<file path="config.mk">
export PLATFORM = sky130hd
export DESIGN_NAME = ksa_scheduler_flat
export DESIGN_NICKNAME = d
export VERILOG_FILES = /design/src/rtl/ksa_scheduler_if.sv /design/src/rtl/ksa_scheduler.sv /design/src/flat_wrapper.sv
export SDC_FILE = /design/constraint.sdc
export NUM_CORES = 1
export LEC_CHECK = 0
export CAP_MARGIN = 20
export CORE_ASPECT_RATIO = 0.5
export CORE_MARGIN = 8
export CORE_UTILIZATION = 45
export DETAILED_ROUTE_END_ITERATION = 8
export GPL_TIMING_DRIVEN = 0
export PLACE_DENSITY_LB_ADDON = 0.05
export SYNTH_ARGS = -nofsm -noshare
export SYNTH_HDL_FRONTEND = slang
export SYNTH_SLANG_ARGS = --single-unit
</file>
<file path="constraint.sdc">
create_clock -name clk -period 4.9 [get_ports clk]
set_clock_uncertainty 0.05 [all_clocks]
set_input_delay 0.49 -clock clk [delete_from_list [all_inputs] [get_ports clk]]
set_output_delay 0.49 -clock clk [all_outputs]
set_load 0.01 [all_outputs]
</file>
<file path="src/rtl/ksa_scheduler_if.sv">
// Handshake and S-memory bus between the RC4 key-scheduling stage and its surroundings.
// The master modport is the scheduler side. The slave modport is the memory/controller side.
interface ksa_scheduler_if #(
   parameter int KEY_BYTES = 3
);
   logic                   start;
   logic [8*KEY_BYTES-1:0] secret_key;
   logic [7:0]             s_q;
   logic [7:0]             s_address;
   logic [7:0]             s_data;
   logic                   s_wren;
   logic                   busy;
   logic                   done;

   modport master (
      input  start, secret_key, s_q,
      output s_address, s_data, s_wren, busy, done
   );

   modport slave (
      output start, secret_key, s_q,
      input  s_address, s_data, s_wren, busy, done
   );
endinterface

</file>
<file path="src/rtl/ksa_scheduler.sv">
// RC4 key-scheduling stage: permutes S-memory with the secret key, then holds done until start drops.
// Define SKA_INIT_EN to run the 256-cycle identity INIT phase before scheduling.
module ksa_scheduler #(
   parameter int KEY_BYTES = 3,
   parameter int READ_LAT  = 2
) (
   input  logic clk,
   input  logic reset,
   ksa_scheduler_if.master bus
);

   typedef enum logic [3:0] {
      IDLE, INIT, RD_I, CAP_I, RD_J, CAP_J, WR_J, WR_I, DONE
   } state_t;

   localparam logic [1:0] WAIT_LAST = 2'(READ_LAT - 1);
   localparam logic [2:0] KIDX_LAST = 3'(KEY_BYTES - 1);

   state_t                 r_state;
   logic [7:0]             r_i;
   logic [7:0]             r_j;
   logic [7:0]             r_si;
   logic [7:0]             r_sj;
   logic [2:0]             r_kidx;
   logic [1:0]             r_wait;
   logic [8*KEY_BYTES-1:0] r_key;
   logic [7:0]             r_addr;
   logic [7:0]             r_data;
   logic                   r_wren;
   logic                   r_busy;
   logic                   r_done;

   logic [7:0]             w_keyByte;
   logic [7:0]             w_jNext;

   // Byte 0 is the most significant byte of the latched key.
   always_comb begin
      w_keyByte = 8'h00;
      for (int k = 0; k < KEY_BYTES; k++) begin
         if (r_kidx == k[2:0]) begin
            w_keyByte = r_key[8*(KEY_BYTES-1-k) +: 8];
         end
      end
   end

   assign w_jNext = r_j + bus.s_q + w_keyByte;

   always_ff @(posedge clk or posedge reset) begin
      if (reset) begin
         r_state <= IDLE;
         r_i     <= 8'h00;
         r_j     <= 8'h00;
         r_si    <= 8'h00;
         r_sj    <= 8'h00;
         r_kidx  <= 3'd0;
         r_wait  <= 2'd0;
         r_key   <= '0;
         r_addr  <= 8'h00;
         r_data  <= 8'h00;
         r_wren  <= 1'b0;
         r_busy  <= 1'b0;
         r_done  <= 1'b0;
      end else begin
         case (r_state)
            IDLE: begin
               if (bus.start) begin
                  r_key  <= bus.secret_key;
                  r_i    <= 8'h00;
                  r_j    <= 8'h00;
                  r_kidx <= 3'd0;
                  r_wait <= 2'd0;
                  r_addr <= 8'h00;
                  r_data <= 8'h00;
                  r_busy <= 1'b1;
                  r_done <= 1'b0;
`ifdef SKA_INIT_EN
                  r_wren  <= 1'b1;
                  r_state <= INIT;
`else
                  r_wren  <= 1'b0;
                  r_state <= RD_I;
`endif
               end
            end
            INIT: begin
               if (r_i == 8'hFF) begin
                  r_i     <= 8'h00;
                  r_addr  <= 8'h00;
                  r_data  <= 8'h00;
                  r_wren  <= 1'b0;
                  r_state <= RD_I;
               end else begin
                  r_i    <= r_i + 8'd1;
                  r_addr <= r_i + 8'd1;
                  r_data <= r_i + 8'd1;
               end
            end
            RD_I: begin
               if (r_wait == WAIT_LAST) begin
                  r_wait  <= 2'd0;
                  r_state <= CAP_I;
               end else begin
                  r_wait <= r_wait + 2'd1;
               end
            end
            CAP_I: begin
               r_si    <= bus.s_q;
               r_j     <= w_jNext;
               r_addr  <= w_jNext;
               r_state <= RD_J;
            end
            RD_J: begin
               if (r_wait == WAIT_LAST) begin
                  r_wait  <= 2'd0;
                  r_state <= CAP_J;
               end else begin
                  r_wait <= r_wait + 2'd1;
               end
            end
            CAP_J: begin
               r_sj    <= bus.s_q;
               r_addr  <= r_j;
               r_data  <= r_si;
               r_wren  <= 1'b1;
               r_state <= WR_J;
            end
            WR_J: begin
               r_addr  <= r_i;
               r_data  <= r_sj;
               r_state <= WR_I;
            end
            // When i == j both writes carry the same value to the same address, so no special case is needed.
            WR_I: begin
               r_wren <= 1'b0;
               if (r_i == 8'hFF) begin
                  r_busy  <= 1'b0;
                  r_done  <= 1'b1;
                  r_state <= DONE;
               end else begin
                  r_i     <= r_i + 8'd1;
                  r_addr  <= r_i + 8'd1;
                  r_kidx  <= (r_kidx == KIDX_LAST) ? 3'd0 : r_kidx + 3'd1;
                  r_state <= RD_I;
               end
            end
            DONE: begin
               if (!bus.start) begin
                  r_done  <= 1'b0;
                  r_addr  <= 8'h00;
                  r_data  <= 8'h00;
                  r_state <= IDLE;
               end
            end
            default: r_state <= IDLE;
         endcase
      end
   end

   assign bus.s_address = r_addr;
   assign bus.s_data    = r_data;
   assign bus.s_wren    = r_wren;
   assign bus.busy      = r_busy;
   assign bus.done      = r_done;

endmodule

</file>
<file path="src/flat_wrapper.sv">
// flat-port wrapper written by rule: the top's interface ports become plain ports
module ksa_scheduler_flat 
#(
   parameter int KEY_BYTES = 3,
   parameter int READ_LAT  = 2
)
  (clk, reset, bus_start, bus_secret_key, bus_s_q, bus_s_address, bus_s_data, bus_s_wren, bus_busy, bus_done);
  ksa_scheduler_if #(.KEY_BYTES(KEY_BYTES)) bus_i ();
  input  logic clk;
  input  logic reset;
  input wire logic [$bits(bus_i.start)-1:0] bus_start;
  input wire logic [$bits(bus_i.secret_key)-1:0] bus_secret_key;
  input wire logic [$bits(bus_i.s_q)-1:0] bus_s_q;
  output wire logic [$bits(bus_i.s_address)-1:0] bus_s_address;
  output wire logic [$bits(bus_i.s_data)-1:0] bus_s_data;
  output wire logic [$bits(bus_i.s_wren)-1:0] bus_s_wren;
  output wire logic [$bits(bus_i.busy)-1:0] bus_busy;
  output wire logic [$bits(bus_i.done)-1:0] bus_done;
  assign bus_i.start = bus_start;
  assign bus_i.secret_key = bus_secret_key;
  assign bus_i.s_q = bus_s_q;
  assign bus_s_address = bus_i.s_address;
  assign bus_s_data = bus_i.s_data;
  assign bus_s_wren = bus_i.s_wren;
  assign bus_busy = bus_i.busy;
  assign bus_done = bus_i.done;
  ksa_scheduler #(.KEY_BYTES(KEY_BYTES), .READ_LAT(READ_LAT)) u_core (.clk(clk), .reset(reset), .bus(bus_i));
endmodule
</file>
After elaboration in Yosys (flattened, before gate mapping)
Cells that the tools add are included.
{"block": "op_classes", "n_addsub": 5, "n_eq_ne": 19, "mux": 33, "reduce_logical": 22}
{"cell": "$mux 8", "n": 7}
{"cell": "$pmux 8 s7", "n": 1}
{"cell": "$pmux 8 s5", "n": 1}
{"cell": "$pmux 4 s9", "n": 1}
{"cell": "$mux 4", "n": 6}
{"cell": "$pmux 8 s3", "n": 1}
{"cell": "$add 8x8->8", "n": 2}
{"cell": "$eq 4x3->1 const B", "n": 4}
{"cell": "$pmux 8 s2", "n": 1}
{"cell": "$reduce_and 3->1", "n": 5}
{"cell": "$mux 3", "n": 3}
{"cell": "$add 8x1->8 const B", "n": 1}
{"cell": "$eq 4x2->1 const B", "n": 2}
{"cell": "$eq 8x8->1 const B", "n": 1}
{"cell": "$ne 2x1->1 const B", "n": 4}
{"cell": "$reduce_and 4->1", "n": 2}
{"cell": "$reduce_bool 7->1", "n": 1}
{"cell": "$ne 2x2->1 const B", "n": 3}
{"cell": "$pmux 3 s2", "n": 1}
{"cell": "$reduce_and 2->1", "n": 3}
{"cell": "$reduce_bool 2->1", "n": 3}
{"cell": "$reduce_bool 3->1", "n": 2}
{"cell": "$mux 1", "n": 5}
{"cell": "$reduce_and 5->1", "n": 1}
{"cell": "other kinds (17)", "n": 18}
{"block": "word_totals", "wordCells": 92, "register_bits": 84, "output_inout_bits": 19}

Logic depth before layout (Yosys ltp)
{"block": "logic_depth", "depth_word": 6, "ltp_mapped": 15}

Worst setup path before layout
OpenSTA, ideal clock, no wires.
{"block": "synth_path", "path_kind": "flip-flop to flip-flop", "start": "reg u_core.r_kidx[1]", "end": "reg u_core.r_addr[7] (netlist: u_core.bus.s_address[7])", "t_arrival_ns": 2.872, "stages_incl_launch_ff": 16, "t_required_ns": 4.773, "setup_slack_ns": 1.900, "path_cell_list": "dfrtp_1 -> buf_1 -> mux2i_1 -> o21ai_0 -> nand2b_1 -> fa_1 -> inv_1 -> ha_1 -> inv_1 -> fa_1 -> nand2b_1 -> a21oi_1 -> a211oi_1 -> xnor3_1 -> nand2_1 -> a21oi_1"}
{"block": "synth_via", "elab_chain_cells": 6, "elab_cells_between_ends": 8}
{"item": "start, declared", "line_no": "ksa_scheduler.sv:24", "source": "logic [2:0] r_kidx;"}
{"item": "start signal, assigned", "line_no": "ksa_scheduler.sv:142", "source": "r_kidx <= (r_kidx == KIDX_LAST) ? 3'd0 : r_kidx + 3'd1;"}
{"item": "$logic_not 3->1", "line_no": "ksa_scheduler.sv:40", "source": "if (r_kidx == k[2:0]) begin"}
{"item": "$mux 8 (2 in a row)", "line_no": "ksa_scheduler.sv:40"}
{"item": "$mux 8 *", "line_no": "ksa_scheduler.sv:40"}
{"item": "$add 8x8->8 *", "line_no": "ksa_scheduler.sv:46", "source": "assign w_jNext = r_j + bus.s_q + w_keyByte;"}
{"item": "$pmux 8 s7 *", "line_no": "ksa_scheduler.sv:64", "source": "case (r_state)"}
{"item": "end signal, assigned", "line_no": "ksa_scheduler.sv:94", "source": "r_addr <= r_i + 8'd1;"}
{"item": "end signal, assigned", "line_no": "ksa_scheduler.sv:109", "source": "r_addr <= w_jNext;"}
{"item": "end signal, assigned", "line_no": "ksa_scheduler.sv:122", "source": "r_addr <= r_j;"}
{"item": "end, declared", "line_no": "ksa_scheduler.sv:27", "source": "logic [7:0] r_addr;"}
Every way passes the cells marked *; elsewhere a longest branch is shown, timed or not.
A chain may end at the register's enable or synchronous reset.

Worst setup path in the final report
{"block": "layout_path", "start": "reg u_core.r_kidx[1]", "end": "reg u_core.r_addr[3] (netlist: u_core.bus.s_address[3])"}
The elaborated chain is that of the path after synthesis.

==> summary.md <==
| Metric | Value |
|---|---|
| Clock buffer depth | 2 |
| Via count | 3728 |
| Hold_buf cts | 0 |
| Sw frac | 41.10% |
| Area delta synth->final | 22.58% |
| # IOs | 54 |
| Synth area leader | dfrtp_1 |
| Sequential share of power | 31.0% |
| Clock share of power | 18.5% |
| TNS Setup | 0 ps |
| Crit Path Category | flop to flop |
| Sw power | 1.519 mW |
| Crit Reg-Reg Startpoint | u_core.r_kidx[1] |
| Post-Syn Area | 4511 µm² |
| Initial antenna violation count | 0 |
| Combinational Power Share | 50.4% |
| HPWL reported at the end of detailed placement | 8.912 mm |
| Multi-input combinational cell area | 2151 µm² |
| Post-DR vias/cell | 5.326 |
| Crit path from | u_core.r_kidx[1] |
| Pin count of the biggest net entering global routing | 63 |
| Die footprint | 13680 µm² |
| Synth cell types | 55 |
| Critical Path End Type | flop |
| Setup violators final | 0 |
| Arr. time, crit path | 3900 ps |
| Clock latency reported for the late side of the worst-skew pair | 340 ps |
| Setup ws final | 1181 ps |
| Crit-path max FO | 10 |
| DR pass1 iterations | 5 |
| Die height | 86.80 µm |
| Fin. Hold Viols | 0 |
| Type of origin of the critical path | flop |
| Cell Int Power | 2.177 mW |
| Synth Area per Inst | 9.094 µm² |
| Final net count | 610 |
| Share of layout cells above drive strength 1 | 7.611% |
| Post-CTS setup repair buffer count | 0 |
| Number of synthesized flops with an enable pin | 0 |
| VDD IR-drop max | 225.9 µV |
| PostCTS Resize Cnt | 0 |
| Pwr/cell area | 668.5 nW/µm² |
| Reg area | 2102 µm² |
| Tcrit/Tclk final | 75.89% |
| RSZ-0062 raised after global routing | no |
| Ys Warns | 0 |
| Row cnt | 25 |
| Leakage | 2.590 nW |
| Top_reg_cell synth | dfrtp_1 |
| Clk root buf | clkbuf_16 |
| Drt total wl | 12.02 mm |
| Total of max-cap violations | 0 |
| Min Tclk post-route | 3719 ps |
| # DRC | 0 |
| Post-route ant nets | 0 |
| Relative slew slack | 33.78% |
| Worst Hold Class | input port to async pin |
| Starting Density | 46.97% |
| Synthesized net count | 546 |
| Routed length per instance | 17.18 µm |
| Setup Slack @ Placement | 1199 ps |
| GR Overflow Total | 0 |
| Clk slew on worst S/H paths | 70 ps |
| Clk sink count | 84 |
| GPL Wtd Cong | 0.9013 |
| Worst Max-Slew Pin Slew | 990.2 ps |
| Fillers | 922 |
| Commonest non-fill, non-tap cell in the layout | nand2_1 |
| First-pass GRT wire length | 19.98 mm |
| DR iter-0 viols | 328 |
| Synth area leaders | dfrtp_1 (47%), nand2_1 (9.8%), fa_1 (3.6%) |
| Post-synth ARST share | 100.0% |
| Number of CTS-inserted buffers | 9 |
| GRT Overall Usage | 18.87% |
| Htree depth | 3 |
| Crit-path cells | buf_1, mux2i_1, o21ai_0, nand2b_1, fa_1, inv_1, ha_1, inv_1, fa_1, xor2_1, nor2_1, a221oi_1, a21oi_1, a21o_1 |
| Area share of the largest cell type after synthesis | 46.60% |
| Vias in the first global route | 3717 |
| Slew Limit Fails | 0 |
| ANT cells | 0 |
| Commonest non-fill, non-tap cells in the layout | nand2_1 (118), dfrtp_1 (84), clkdlybuf4s50_1 (52), inv_1 (37), o21ai_0 (26) |
| Status | completed |
| CTS tree | yes |
| Seq/Total Area, Yosys | 46.60% |
| Chip width | 157.6 µm |
| Number of buffers added on ports | 52 |
| CP required | 5080 ps |
| Fmax | 268.9 MHz |
| Crit path max-delay cell type | buf_1 |
| FF+latch count, synth | 84 |
| Max stage delay on crit path | 490 ps |
| Synthesized instance count | 496 |
| Core Area | 9603 µm² |
-- worst paths after layout --
check	endpoint	slack [ps]	cells after the start
max in group asynchronous	u_core.bus.s_data[5]	3770	3
hold reg to reg	u_core.r_key[1]	420	2
min in group clk	u_core.r_key[1]	420	2
setup / recovery	u_core.bus.s_address[3]	1180	14
hold / removal	u_core.r_key[21]	420	2
setup reg to reg	u_core.bus.s_address[3]	1180	14
-- metrics by stage --
step                      hold WS (ps)  instance area (µm²)  utilization (%)  cells  total power [mW]
after floorplan                  388.5                 4511                -    496             2.461
after global placement           404.2                 5200            54.15    683             2.975
after detailed placement         413.1                 5230            54.46    684             3.011
after CTS                        417.9                 5529            57.58    700             3.716
after global routing             438.8                 5529            57.58    700             4.026
final                            419.7                 5529            57.58    700             3.696
-- power groups by stage --
| stage | Sequential [mW] | Combinational (mW) | Clock, mW |
|---|---|---|---|
| after floorplan | 1.13 | 1.33 | 0 |
| final | 1.15 | 1.86 | 0.685 |
| after detailed placement | 1.16 | 1.85 | 0 |
| after CTS | 1.15 | 1.87 | 0.703 |
| after global routing | 1.18 | 2.11 | 0.738 |
| after global placement | 1.15 | 1.82 | 0 |
-- sequential cells by signal, indices dropped and copies added, names as in the netlist --
signal / count
u_core.r_key: 24
u_core.bus.s_address: 8
u_core.bus.s_data: 8
u_core.r_i: 8
u_core.r_j: 8
u_core.r_si: 8
u_core.r_sj: 8
u_core.r_state: 4
u_core.r_kidx: 3
u_core.r_wait: 2
u_core.bus.busy: 1
u_core.bus.done: 1
u_core.bus.s_wren: 1
-- cell families after synthesis --
| logic type | after synthesis | share of synthesized area [%] |
|---|---|---|
| AO/OA/AOI/OAI | 102 | 15.06 |
| XOR/XNOR | 16 | 3.412 |
| adder cells (fa/ha/maj) | 15 | 5.492 |
| buffers and inverters | 64 | 5.714 |
| flip-flops | 84 | 46.60 |
| multiplexers | 18 | 4.272 |
| AND/OR/NAND/NOR | 197 | 19.45 |
-- per-layer routing --
layer	track usage [%]	part of all wire, %	up-vias
met1	28.07	51	1792
met2	26.88	41	131
met3	4.963	7.3	7
met5	0	0	-
met4	3.345	0.38	0
li1	-	-	1798
-- area by class of cell --
type / count / share of cell area (%)
Buffer: 25 / 2.014
Clock buffer: 9 / 4.073
Clock inverter: 7 / 1.335
Inverter: 39 / 2.693
Multi-Input combinational cell: 348 / 38.90
Sequential cell: 84 / 38.02
Tap cell: 135 / 3.055
Timing Repair Buffer: 53 / 9.912
-- synth_stat cells (4+ instances only) --
library cell and number:
dfrtp_1 84, xor2_1 5, nor3_1 8, fa_1 8
nand2b_1 15, a222oi_1 7, ha_1 7, xnor2_1 10
buf_2 5, nand3_1 10, a21o_1 10, inv_1 38
nand2_1 118, nor2_1 24, mux2_2 8, nor2b_1 4
clkbuf_1 16, mux2i_1 8, a21oi_1 21, a221oi_1 4
o21ai_1 10, o21ai_0 26, a211oi_1 5
-- worst max-delay path: cells and delay by family, from the launching register on --
family / cells / cell delay [ps]
DFF: 1 / 430
and+or+nand+nor: 2 / 220
buffers and inverters: 3 / 610
adders and majority gates: 3 / 980
AOI/OAI and AO/OA: 4 / 890
muxes: 1 / 280
xor gates and xnor gates: 1 / 150
No activity file was read; power rests on OpenSTA's default activity.
